File: src/rtl/multicycle_ctrl_pkg.sv
// Shared types and encodings for the multicycle MIPS-subset control FSM (package mc_pkg).
// Holds the state enum, opcode constants, select encodings and the packed control word.
package mc_pkg;

  typedef enum logic [3:0] {
    IDLE     = 4'd0,
    FETCH    = 4'd1,
    DECODE   = 4'd2,
    MEM_ADDR = 4'd3,
    MEM_RD   = 4'd4,
    MEM_WB   = 4'd5,
    MEM_WR   = 4'd6,
    EXEC_R   = 4'd7,
    RWB_R    = 4'd8,
    EXEC_I   = 4'd9,
    RWB_I    = 4'd10,
    BRANCH   = 4'd11,
    JUMP     = 4'd12
  } state_t;

  localparam logic [5:0] OP_RTYPE = 6'b000000;
  localparam logic [5:0] OP_LW    = 6'b100011;
  localparam logic [5:0] OP_SW    = 6'b101011;
  localparam logic [5:0] OP_BEQ   = 6'b000100;
  localparam logic [5:0] OP_J     = 6'b000010;
  localparam logic [5:0] OP_ADDI  = 6'b001000;

  localparam logic [1:0] PC_SEL_ALU  = 2'b00;
  localparam logic [1:0] PC_SEL_ALUR = 2'b01;
  localparam logic [1:0] PC_SEL_JUMP = 2'b10;

  localparam logic [1:0] ALUSRCB_B    = 2'b00;
  localparam logic [1:0] ALUSRCB_4    = 2'b01;
  localparam logic [1:0] ALUSRCB_IMM  = 2'b10;
  localparam logic [1:0] ALUSRCB_IMM2 = 2'b11;

  localparam logic [1:0] ALUOP_ADD   = 2'b00;
  localparam logic [1:0] ALUOP_SUB   = 2'b01;
  localparam logic [1:0] ALUOP_FUNCT = 2'b10;

  typedef struct packed {
    logic       mem_req;
    logic       mem_we;
    logic       iord;
    logic       ir_write;
    logic       pc_write;
    logic [1:0] pc_sel;
    logic       reg_dst;
    logic       mem_to_reg;
    logic       reg_write;
    logic       alu_src_a;
    logic [1:0] alu_src_b;
    logic [1:0] alu_op;
    logic       illegal;
  } ctrl_t;

  function automatic logic is_legal_op(input logic [5:0] op);
    return (op == OP_RTYPE) || (op == OP_LW) || (op == OP_SW) ||
           (op == OP_BEQ) || (op == OP_J) || (op == OP_ADDI);
  endfunction

endpackage

File: src/rtl/multicycle_ctrl_if.sv
// Control/datapath bundle for multicycle_ctrl; master = controller, slave = datapath + memory.
// MC_CTRL_PERF_EN adds the instr_cnt/cycle_cnt performance counter signals.
interface multicycle_ctrl_if #(
  parameter int OPW = 6
`ifdef MC_CTRL_PERF_EN
  , parameter int PERF_W = 32
`endif
);

  // Memory handshake: mem_req is valid, mem_ready is ready; an access completes in a
  // cycle where both are high, and mem_req (with mem_we/iord) holds steady until then.
  logic [OPW-1:0] opcode;
  logic           zero;
  logic           mem_ready;
  logic           mem_req;
  logic           mem_we;
  logic           iord;
  logic           ir_write;
  logic           pc_write;
  logic [1:0]     pc_sel;
  logic           reg_dst;
  logic           mem_to_reg;
  logic           reg_write;
  logic           alu_src_a;
  logic [1:0]     alu_src_b;
  logic [1:0]     alu_op;
  logic           illegal;
`ifdef MC_CTRL_PERF_EN
  logic [PERF_W-1:0] instr_cnt;
  logic [PERF_W-1:0] cycle_cnt;
`endif

  modport master (
    input  opcode, zero, mem_ready,
    output mem_req, mem_we, iord, ir_write, pc_write, pc_sel,
           reg_dst, mem_to_reg, reg_write, alu_src_a, alu_src_b, alu_op, illegal
`ifdef MC_CTRL_PERF_EN
    , output instr_cnt, cycle_cnt
`endif
  );

  modport slave (
    output opcode, zero, mem_ready,
    input  mem_req, mem_we, iord, ir_write, pc_write, pc_sel,
           reg_dst, mem_to_reg, reg_write, alu_src_a, alu_src_b, alu_op, illegal
`ifdef MC_CTRL_PERF_EN
    , input instr_cnt, cycle_cnt
`endif
  );

endinterface

File: src/rtl/multicycle_ctrl_perf_counters.sv
// Retired-instruction and cycle counters for multicycle_ctrl (module mc_perf_counters).
// Only compiled when MC_CTRL_PERF_EN is defined; both counters wrap modulo 2^PERF_W.
`ifdef MC_CTRL_PERF_EN
module mc_perf_counters #(
  parameter int PERF_W = 32
) (
  input  logic              clk,
  input  logic              rst_n,
  input  logic              i_retire,
  output logic [PERF_W-1:0] o_instr_cnt,
  output logic [PERF_W-1:0] o_cycle_cnt
);

  logic [PERF_W-1:0] r_instr_cnt;
  logic [PERF_W-1:0] r_cycle_cnt;

  always_ff @(posedge clk or negedge rst_n) begin
    if (!rst_n) begin
      r_instr_cnt <= '0;
      r_cycle_cnt <= '0;
    end else begin
      r_cycle_cnt <= r_cycle_cnt + PERF_W'(1);
      if (i_retire) r_instr_cnt <= r_instr_cnt + PERF_W'(1);
    end
  end

  assign o_instr_cnt = r_instr_cnt;
  assign o_cycle_cnt = r_cycle_cnt;

endmodule
`endif

File: src/rtl/multicycle_ctrl.sv
// Main control FSM for the multicycle MIPS-subset datapath with a stallable shared-memory handshake.
// Define MC_CTRL_PERF_EN to add the retired-instruction and cycle counters.
module multicycle_ctrl
  import mc_pkg::*;
#(
  parameter int OPW = 6
`ifdef MC_CTRL_PERF_EN
  , parameter int PERF_W = 32
`endif
) (
  input  logic                clk,
  input  logic                rst_n,
  multicycle_ctrl_if.master   bus,
  output state_t              o_state
);

  state_t         r_state;
  state_t         w_next;
  ctrl_t          w_ctrl;
  logic [OPW-1:0] w_opcode;

  assign w_opcode = bus.opcode;

  always_ff @(posedge clk or negedge rst_n) begin
    if (!rst_n) r_state <= IDLE;
    else        r_state <= w_next;
  end

  always_comb begin
    w_next = r_state;
    case (r_state)
      IDLE:     w_next = FETCH;
      FETCH:    if (bus.mem_ready) w_next = DECODE;
      DECODE: begin
        case (w_opcode)
          OP_RTYPE:     w_next = EXEC_R;
          OP_LW, OP_SW: w_next = MEM_ADDR;
          OP_BEQ:       w_next = BRANCH;
          OP_J:         w_next = JUMP;
          OP_ADDI:      w_next = EXEC_I;
          default:      w_next = FETCH;
        endcase
      end
      // IR is stable from DECODE on, so the lw/sw split can still look at the opcode here.
      MEM_ADDR: w_next = (w_opcode == OP_SW) ? MEM_WR : MEM_RD;
      MEM_RD:   if (bus.mem_ready) w_next = MEM_WB;
      MEM_WB:   w_next = FETCH;
      MEM_WR:   if (bus.mem_ready) w_next = FETCH;
      EXEC_R:   w_next = RWB_R;
      RWB_R:    w_next = FETCH;
      EXEC_I:   w_next = RWB_I;
      RWB_I:    w_next = FETCH;
      BRANCH:   w_next = FETCH;
      JUMP:     w_next = FETCH;
      default:  w_next = FETCH;
    endcase
  end

  always_comb begin
    w_ctrl = '0;
    case (r_state)
      FETCH: begin
        w_ctrl.mem_req   = 1'b1;
        w_ctrl.mem_we    = 1'b0;
        w_ctrl.iord      = 1'b0;
        w_ctrl.alu_src_a = 1'b0;
        w_ctrl.alu_src_b = ALUSRCB_4;
        w_ctrl.alu_op    = ALUOP_ADD;
        w_ctrl.pc_sel    = PC_SEL_ALU;
        // IR and PC may only update in the cycle the instruction word actually arrives.
        w_ctrl.ir_write  = bus.mem_ready;
        w_ctrl.pc_write  = bus.mem_ready;
      end
      DECODE: begin
        w_ctrl.alu_src_a = 1'b0;
        w_ctrl.alu_src_b = ALUSRCB_IMM2;
        w_ctrl.alu_op    = ALUOP_ADD;
        w_ctrl.illegal   = !is_legal_op(w_opcode);
      end
      MEM_ADDR: begin
        w_ctrl.alu_src_a = 1'b1;
        w_ctrl.alu_src_b = ALUSRCB_IMM;
        w_ctrl.alu_op    = ALUOP_ADD;
      end
      MEM_RD: begin
        w_ctrl.mem_req = 1'b1;
        w_ctrl.iord    = 1'b1;
      end
      MEM_WB: begin
        w_ctrl.reg_write  = 1'b1;
        w_ctrl.reg_dst    = 1'b0;
        w_ctrl.mem_to_reg = 1'b1;
      end
      MEM_WR: begin
        w_ctrl.mem_req = 1'b1;
        w_ctrl.mem_we  = 1'b1;
        w_ctrl.iord    = 1'b1;
      end
      EXEC_R: begin
        w_ctrl.alu_src_a = 1'b1;
        w_ctrl.alu_src_b = ALUSRCB_B;
        w_ctrl.alu_op    = ALUOP_FUNCT;
      end
      RWB_R: begin
        w_ctrl.reg_write  = 1'b1;
        w_ctrl.reg_dst    = 1'b1;
        w_ctrl.mem_to_reg = 1'b0;
      end
      EXEC_I: begin
        w_ctrl.alu_src_a = 1'b1;
        w_ctrl.alu_src_b = ALUSRCB_IMM;
        w_ctrl.alu_op    = ALUOP_ADD;
      end
      RWB_I: begin
        w_ctrl.reg_write  = 1'b1;
        w_ctrl.reg_dst    = 1'b0;
        w_ctrl.mem_to_reg = 1'b0;
      end
      BRANCH: begin
        w_ctrl.alu_src_a = 1'b1;
        w_ctrl.alu_src_b = ALUSRCB_B;
        w_ctrl.alu_op    = ALUOP_SUB;
        w_ctrl.pc_sel    = PC_SEL_ALUR;
        w_ctrl.pc_write  = bus.zero;
      end
      JUMP: begin
        w_ctrl.pc_sel   = PC_SEL_JUMP;
        w_ctrl.pc_write = 1'b1;
      end
      default: w_ctrl = '0;
    endcase
  end

  assign bus.mem_req    = w_ctrl.mem_req;
  assign bus.mem_we     = w_ctrl.mem_we;
  assign bus.iord       = w_ctrl.iord;
  assign bus.ir_write   = w_ctrl.ir_write;
  assign bus.pc_write   = w_ctrl.pc_write;
  assign bus.pc_sel     = w_ctrl.pc_sel;
  assign bus.reg_dst    = w_ctrl.reg_dst;
  assign bus.mem_to_reg = w_ctrl.mem_to_reg;
  assign bus.reg_write  = w_ctrl.reg_write;
  assign bus.alu_src_a  = w_ctrl.alu_src_a;
  assign bus.alu_src_b  = w_ctrl.alu_src_b;
  assign bus.alu_op     = w_ctrl.alu_op;
  assign bus.illegal    = w_ctrl.illegal;
  assign o_state        = r_state;

`ifdef MC_CTRL_PERF_EN
  logic w_retire;

  // An illegal opcode goes DECODE -> FETCH and is deliberately not counted as retired.
  assign w_retire = (w_next == FETCH) &&
                    (r_state inside {MEM_WB, MEM_WR, RWB_R, RWB_I, BRANCH, JUMP});

  mc_perf_counters #(
    .PERF_W (PERF_W)
  ) u_perf (
    .clk         (clk),
    .rst_n       (rst_n),
    .i_retire    (w_retire),
    .o_instr_cnt (bus.instr_cnt),
    .o_cycle_cnt (bus.cycle_cnt)
  );
`endif

endmodule
File: src/flat_wrapper.sv
// flat-port wrapper written by rule: the top's interface ports become plain ports
module multicycle_ctrl_flat import mc_pkg::*;
#(
  parameter int OPW = 6

)
  (clk, rst_n, o_state, bus_opcode, bus_zero, bus_mem_ready, bus_mem_req, bus_mem_we, bus_iord, bus_ir_write, bus_pc_write, bus_pc_sel, bus_reg_dst, bus_mem_to_reg, bus_reg_write, bus_alu_src_a, bus_alu_src_b, bus_alu_op, bus_illegal);
  multicycle_ctrl_if #(.OPW(OPW)) bus_i ();
  input  logic clk;
  input  logic rst_n;
  output state_t o_state;
  input wire logic [$bits(bus_i.opcode)-1:0] bus_opcode;
  input wire logic [$bits(bus_i.zero)-1:0] bus_zero;
  input wire logic [$bits(bus_i.mem_ready)-1:0] bus_mem_ready;
  output wire logic [$bits(bus_i.mem_req)-1:0] bus_mem_req;
  output wire logic [$bits(bus_i.mem_we)-1:0] bus_mem_we;
  output wire logic [$bits(bus_i.iord)-1:0] bus_iord;
  output wire logic [$bits(bus_i.ir_write)-1:0] bus_ir_write;
  output wire logic [$bits(bus_i.pc_write)-1:0] bus_pc_write;
  output wire logic [$bits(bus_i.pc_sel)-1:0] bus_pc_sel;
  output wire logic [$bits(bus_i.reg_dst)-1:0] bus_reg_dst;
  output wire logic [$bits(bus_i.mem_to_reg)-1:0] bus_mem_to_reg;
  output wire logic [$bits(bus_i.reg_write)-1:0] bus_reg_write;
  output wire logic [$bits(bus_i.alu_src_a)-1:0] bus_alu_src_a;
  output wire logic [$bits(bus_i.alu_src_b)-1:0] bus_alu_src_b;
  output wire logic [$bits(bus_i.alu_op)-1:0] bus_alu_op;
  output wire logic [$bits(bus_i.illegal)-1:0] bus_illegal;
  assign bus_i.opcode = bus_opcode;
  assign bus_i.zero = bus_zero;
  assign bus_i.mem_ready = bus_mem_ready;
  assign bus_mem_req = bus_i.mem_req;
  assign bus_mem_we = bus_i.mem_we;
  assign bus_iord = bus_i.iord;
  assign bus_ir_write = bus_i.ir_write;
  assign bus_pc_write = bus_i.pc_write;
  assign bus_pc_sel = bus_i.pc_sel;
  assign bus_reg_dst = bus_i.reg_dst;
  assign bus_mem_to_reg = bus_i.mem_to_reg;
  assign bus_reg_write = bus_i.reg_write;
  assign bus_alu_src_a = bus_i.alu_src_a;
  assign bus_alu_src_b = bus_i.alu_src_b;
  assign bus_alu_op = bus_i.alu_op;
  assign bus_illegal = bus_i.illegal;
  multicycle_ctrl #(.OPW(OPW)) u_core (.clk(clk), .rst_n(rst_n), .bus(bus_i), .o_state(o_state));
endmodule
File: config.mk
export PLATFORM = sky130hd
export DESIGN_NAME = multicycle_ctrl_flat
export DESIGN_NICKNAME = d
export VERILOG_FILES = /design/src/rtl/multicycle_ctrl_pkg.sv /design/src/rtl/multicycle_ctrl_if.sv /design/src/rtl/multicycle_ctrl_perf_counters.sv /design/src/rtl/multicycle_ctrl.sv /design/src/flat_wrapper.sv
export SDC_FILE = /design/constraint.sdc
export NUM_CORES = 1
export LEC_CHECK = 0
export CAP_MARGIN = 10
export CORE_AREA = 2 2 40 42
export CTS_CLUSTER_SIZE = 16
export DETAILED_ROUTE_END_ITERATION = 6
export DIE_AREA = 0 0 42 44
export HOLD_SLACK_MARGIN = 0.06
export PLACE_DENSITY_LB_ADDON = 0.1
export SLEW_MARGIN = 20
export SYNTH_ARGS = -nofsm -noshare
export SYNTH_HDL_FRONTEND = slang
export SYNTH_SLANG_ARGS = --single-unit
File: constraint.sdc
create_clock -name clk -period 2.5 [get_ports clk]
set_clock_uncertainty 0.15 [all_clocks]
set_input_delay 0.75 -clock clk [delete_from_list [all_inputs] [get_ports clk]]
set_output_delay 0.75 -clock clk [all_outputs]
set_load 0.02 [all_outputs]
## Word-level counts from Yosys, hierarchy flattened

Index checks and enable logic that the tools add are counted.

- Muxes and demuxes: 14
- Equal/unequal tests: 20
- Reduce and logical (&&, ||, !) cells: 12

Operator list:

| kind | count |
|---|---|
| $pmux 4 s7 | 1 |
| $pmux 5 s5 | 1 |
| $eq 4x4->1 const B | 5 |
| $pmux 4 s5 | 1 |
| $pmux 3 s3 | 2 |
| $eq 4x3->1 const B | 4 |
| $eq 6x6->1 const B | 2 |
| $mux 4 | 3 |
| $eq 4x2->1 const B | 2 |
| $eq 6x2->1 const B | 1 |
| $eq 6x3->1 const B | 1 |
| $eq 6x4->1 const B | 1 |
| $logic_not 6->1 | 1 |
| $ne 2x2->1 const B | 3 |
| $reduce_or 2->1 | 3 |
| $logic_or 1x1->1 | 5 |
| $mux 1 | 5 |
| $eq 4x1->1 const B | 1 |
| $reduce_and 3->1 | 1 |
| $reduce_or 3->1 | 1 |
| $mux 2 | 1 |
| $logic_not 1->1 | 1 |

- Register bits: 4
- Bits of input ports: 10

## Longest topological paths before layout

Gate-level depths: netlist of the first run.

- Depth after elaboration: 8
- Depth in mapped cells: 4
- Gate-level depth less buffers: 3

## Worst setup path before layout of the first run

OpenSTA, ideal clock, no wires.

- Path kind: input port to output port
- Start point: input port bus_opcode[1]
- End point: output port bus_illegal
- Arrival: 1.725 ns
- Setup slack: -0.125 ns
- Data required time: 1.600 ns
- Cell stages on the path: 3
- Buffers on the path: 0
- Cells stage by stage: and4b_4 -> o21bai_1 -> nor4bb_1

- Word-level cells in the longest chain between the ends: 8

Ends and longest elaborated chain:

| what | RTL line | text |
|---|---|---|
| from (decl) | flat_wrapper.sv:12 | `input wire logic [$bits(bus_i.opcode)-1:0] bus_opcode;` |
| $eq 6x6->1 or $logic_not 6->1 (tied branches) | multicycle_ctrl_pkg.sv:58 | `return (op == OP_RTYPE) \|\| (op == OP_LW) \|\| (op == OP_SW) \|\|` |
| $logic_or 1x1->1 (3 in series) | multicycle_ctrl_pkg.sv:58 |  |
| $logic_or 1x1->1 | multicycle_ctrl_pkg.sv:59 | `(op == OP_BEQ) \|\| (op == OP_J) \|\| (op == OP_ADDI);` |
| $logic_or 1x1->1 * | multicycle_ctrl_pkg.sv:59 |  |
| $logic_not 1->1 * | multicycle_ctrl.sv:78 | `w_ctrl.illegal = !is_legal_op(w_opcode);` |
| $mux 1 * | multicycle_ctrl.sv:61 | `case (r_state)` |
| to (decl) | flat_wrapper.sv:27 | `output wire logic [$bits(bus_i.illegal)-1:0] bus_illegal;` |

Every way passes the cells marked *; elsewhere a longest branch is shown, timed or not.

## Worst setup path after layout of the first run

- Start point: input port bus_opcode[4]
- End point: output port bus_illegal

The elaborated chain is that of the path after synthesis.

==> impl_results.md, run 1 <==
- Status: finished with violations
- Failing checks: negative setup slack
- Root buffer cell: clkbuf_4
- Tot Pwr: 986 uW
- Setup TNS: -0.0373 ns
- Maximum level of the CTS H-tree: 1
- Worst VDD drop: 0.000815 V
- Drt pass-1 iters: 4
- First-pass GRT wire length: 3.04 mm
- Skew-Pair Late Insertion Delay: 0.24 ns
- Fin worst setup slack: -0.0373 ns
- Row Count: 14
- Max-slew violations: 0
- CORE AREA: 1420 um^2
- Most frequent cells in the layout: buf_4, dlygate4sd2_1, nor2_1
- Ranking of synthesized cells by area: dfrtp_1, nand2b_1, nor2_1, buf_4, mux2_2
- Pwr Density: 954 nW/um^2
- Max Cap Viol: 0
- Mapped Avg Cell Area: 7.54 um^2
- Worst Max-Slew Pin Slew: 0.344 ns
- Pin count of the biggest net entering global routing: 12
- Slew margin rel.: 77.1%
- Clk sinks: 4
- Final setup fails: 1
- WP data arrival: 1.64 ns
- Mapped cell area: 543 um^2
- Initial core utilization: 38.3%
- Min cycle time layout: 2.54 ns
- Vias post-DR: 753
- Antenna violations before repair: 0
- Layout area overhead: 90.3%
- CTS buffer count: 3
- Critical path's slowest cell: or3_4
- Total global routing overflow: 0
- RSZ-0062 raised after global routing: true
- Final worst-path cycle share: 101%
- Antenna Violating Nets Remaining: 0
- Antenna cells: 0
- Die area: 1850 um^2
- Post-layout util: 72.8%
- Die height: 44 um
- CTS max path bufs: 2
- DRC: 0
- GRT Resource Usage Total: 21.9%
- Drt total wl: 2.01 mm
- Cell Area, Placed: 982 um^2
- Syn Inst Count: 72
- LEAKAGE: 0.000502 uW
- Critical path data required time: 1.60 ns
- Post-route cell area: 1030 um^2
- Synth cell types: 35
- Max reg flops: 4
- Worst setup EP type: output port
- CTS tree: built
- GP Congestion: 0.840
- Ys Warns: 0
- Critical setup path kind: input port to output port
- Max Freq: 0.394 GHz
- Share of cells above drive strength 1: 40.0%
- HP Class: input port to asynchronous set/reset pin
- Post-CTS Setup Inserts: 0
- Commonest non-fill, non-tap cell in the layout: buf_4
- Worst-path clk slew: 0.04 ns
- Hold Buf Count CTS: 0
- Seq/Total Area, Yosys: 18.4%
- Synthesized flop and latch total: 4
- CP max FO: 2
- I/O Pins: 30
- CP cell instances: buf_6 -> or3_4 -> nor3_4 -> nor4bb_2 -> buf_4
- Area fraction of the dominant cell type after synthesis: 18.4%
- Top cell type by total area after synthesis: dfrtp_1
- Syn nets: 82
- Hpwl dp: 1.50 mm
- WL/cell: 14.7 um
- Detailed Route Iter0 Violations: 23
- # port buffers: 29
- Die W: 42 um
- Vias in the first global route: 699
- Hold Violations, Final: 0
- DR vias/cell: 5.54
- Largest stage delay, worst path: 0.39 ns
- Final net count: 132
- Nature of the critical path startpoint: input port
[repair_timing]
item,CTS,global route
resized for setup,47,24
endpoints found under the setup margin,16,2
pin swaps,3,7
[logic make-up (layout without fill, tap and decap cells)]
group	after synthesis	after routing	share of synthesized area (%)
compound gates	18	18	22.1
xor+xnor	2	2	3.23
buf+inv	6	54	6.45
flops	4	4	18.4
mux	2	2	4.15
simple gates	40	40	45.6
[synth_stat cells]
cell / number
nor2_1: 8
nand2b_1: 7
dfrtp_1: 4
nand2_1: 4
o21ai_0: 4
a21oi_1: 3
buf_4: 3
nor3_1: 3
o21bai_1: 3
and3_1: 2
inv_1: 2
mux2_2: 2
nand4_1: 2
nor2b_1: 2
nor3_2: 2
o22ai_1: 2
a21boi_1: 1
a222oi_1: 1
a31oi_1: 1
and2b_1: 1
and4b_4: 1
buf_2: 1
nand3_1: 1
nor2_2: 1
nor3b_1: 1
nor4_1: 1
nor4b_2: 1
nor4bb_1: 1
o211ai_1: 1
o22a_1: 1
o311a_1: 1
or3_1: 1
or3b_1: 1
xnor2_1: 1
xor2_1: 1
[layer usage]
metal | share of wire [%] | wire length [um] | GRT usage [%]
met5 | 0 | 0 | 0
met4 | 1.5 | 31 | 10.3
met3 | 4.3 | 87 | 3.33
met2 | 54 | 1090 | 43.1
met1 | 40 | 798 | 22.4
[cell type report]
| type | count | area, um^2 |
|---|---|---|
| Timing Repair Buffer | 49 | 410 |
| Fill cell | 117 | 385 |
| Multi-Input combinational cell | 62 | 469 |
| Inverter | 2 | 7.51 |
| Clock buffer | 3 | 22.5 |
| Sequential cell | 4 | 104 |
| Tap cell | 16 | 20.0 |
[per-stage QoR]
step / hold WS [ns] / worst slack [ns] / instances
6_report: 0.573 / -0.0373 / 136
3_5_place_dp: 0.575 / -0.861 / 133
5_1_grt: 0.582 / -0.0596 / 136
2_1_floorplan: 0.304 / 0.0708 / 72
3_3_place_gp: 0.571 / -0.832 / 133
4_1_cts: 0.575 / -0.185 / 136
[path summary, 6_finish.rpt]
kind                                          startpoint                       endpoint  slack [ns]  cells after the start
setup reg to reg           u_core.o_state[3]$_DFFE_PN0P_  u_core.o_state[0]$_DFFE_PN0P_        0.94                      4
hold / removal                                     rst_n  u_core.o_state[1]$_DFFE_PN0P_        0.57                      1
max in group asynchronous                          rst_n  u_core.o_state[3]$_DFFE_PN0P_        1.42                      1
min in group clk           u_core.o_state[0]$_DFFE_PN0P_  u_core.o_state[0]$_DFFE_PN0P_        0.60                      2
setup / recovery                           bus_opcode[4]                    bus_illegal       -0.04                      5
hold reg to reg            u_core.o_state[0]$_DFFE_PN0P_  u_core.o_state[0]$_DFFE_PN0P_        0.60                      2
[critical path, delay by kind of cell]
| kind | cells | cell delay, ns |
|---|---|---|
| buffers and inverters | 2 | 0.25 |
| AND/OR/NAND/NOR | 3 | 0.63 |
[power breakdown]
part	leakage [uW]	switching (uW)	internal, uW
registers	0.0000464	60.1	92.2
clock network	0.0000138	30.9	54.0
logic	0.000442	394	355
No activity file was read; power rests on OpenSTA's default activity.
==> run 2: changes to the inputs <==
- HOLD_SLACK_MARGIN: 0.06 -> default
==> results of run 2 <==
The final DEF is identical to that of run 1; final timing and power are the same.
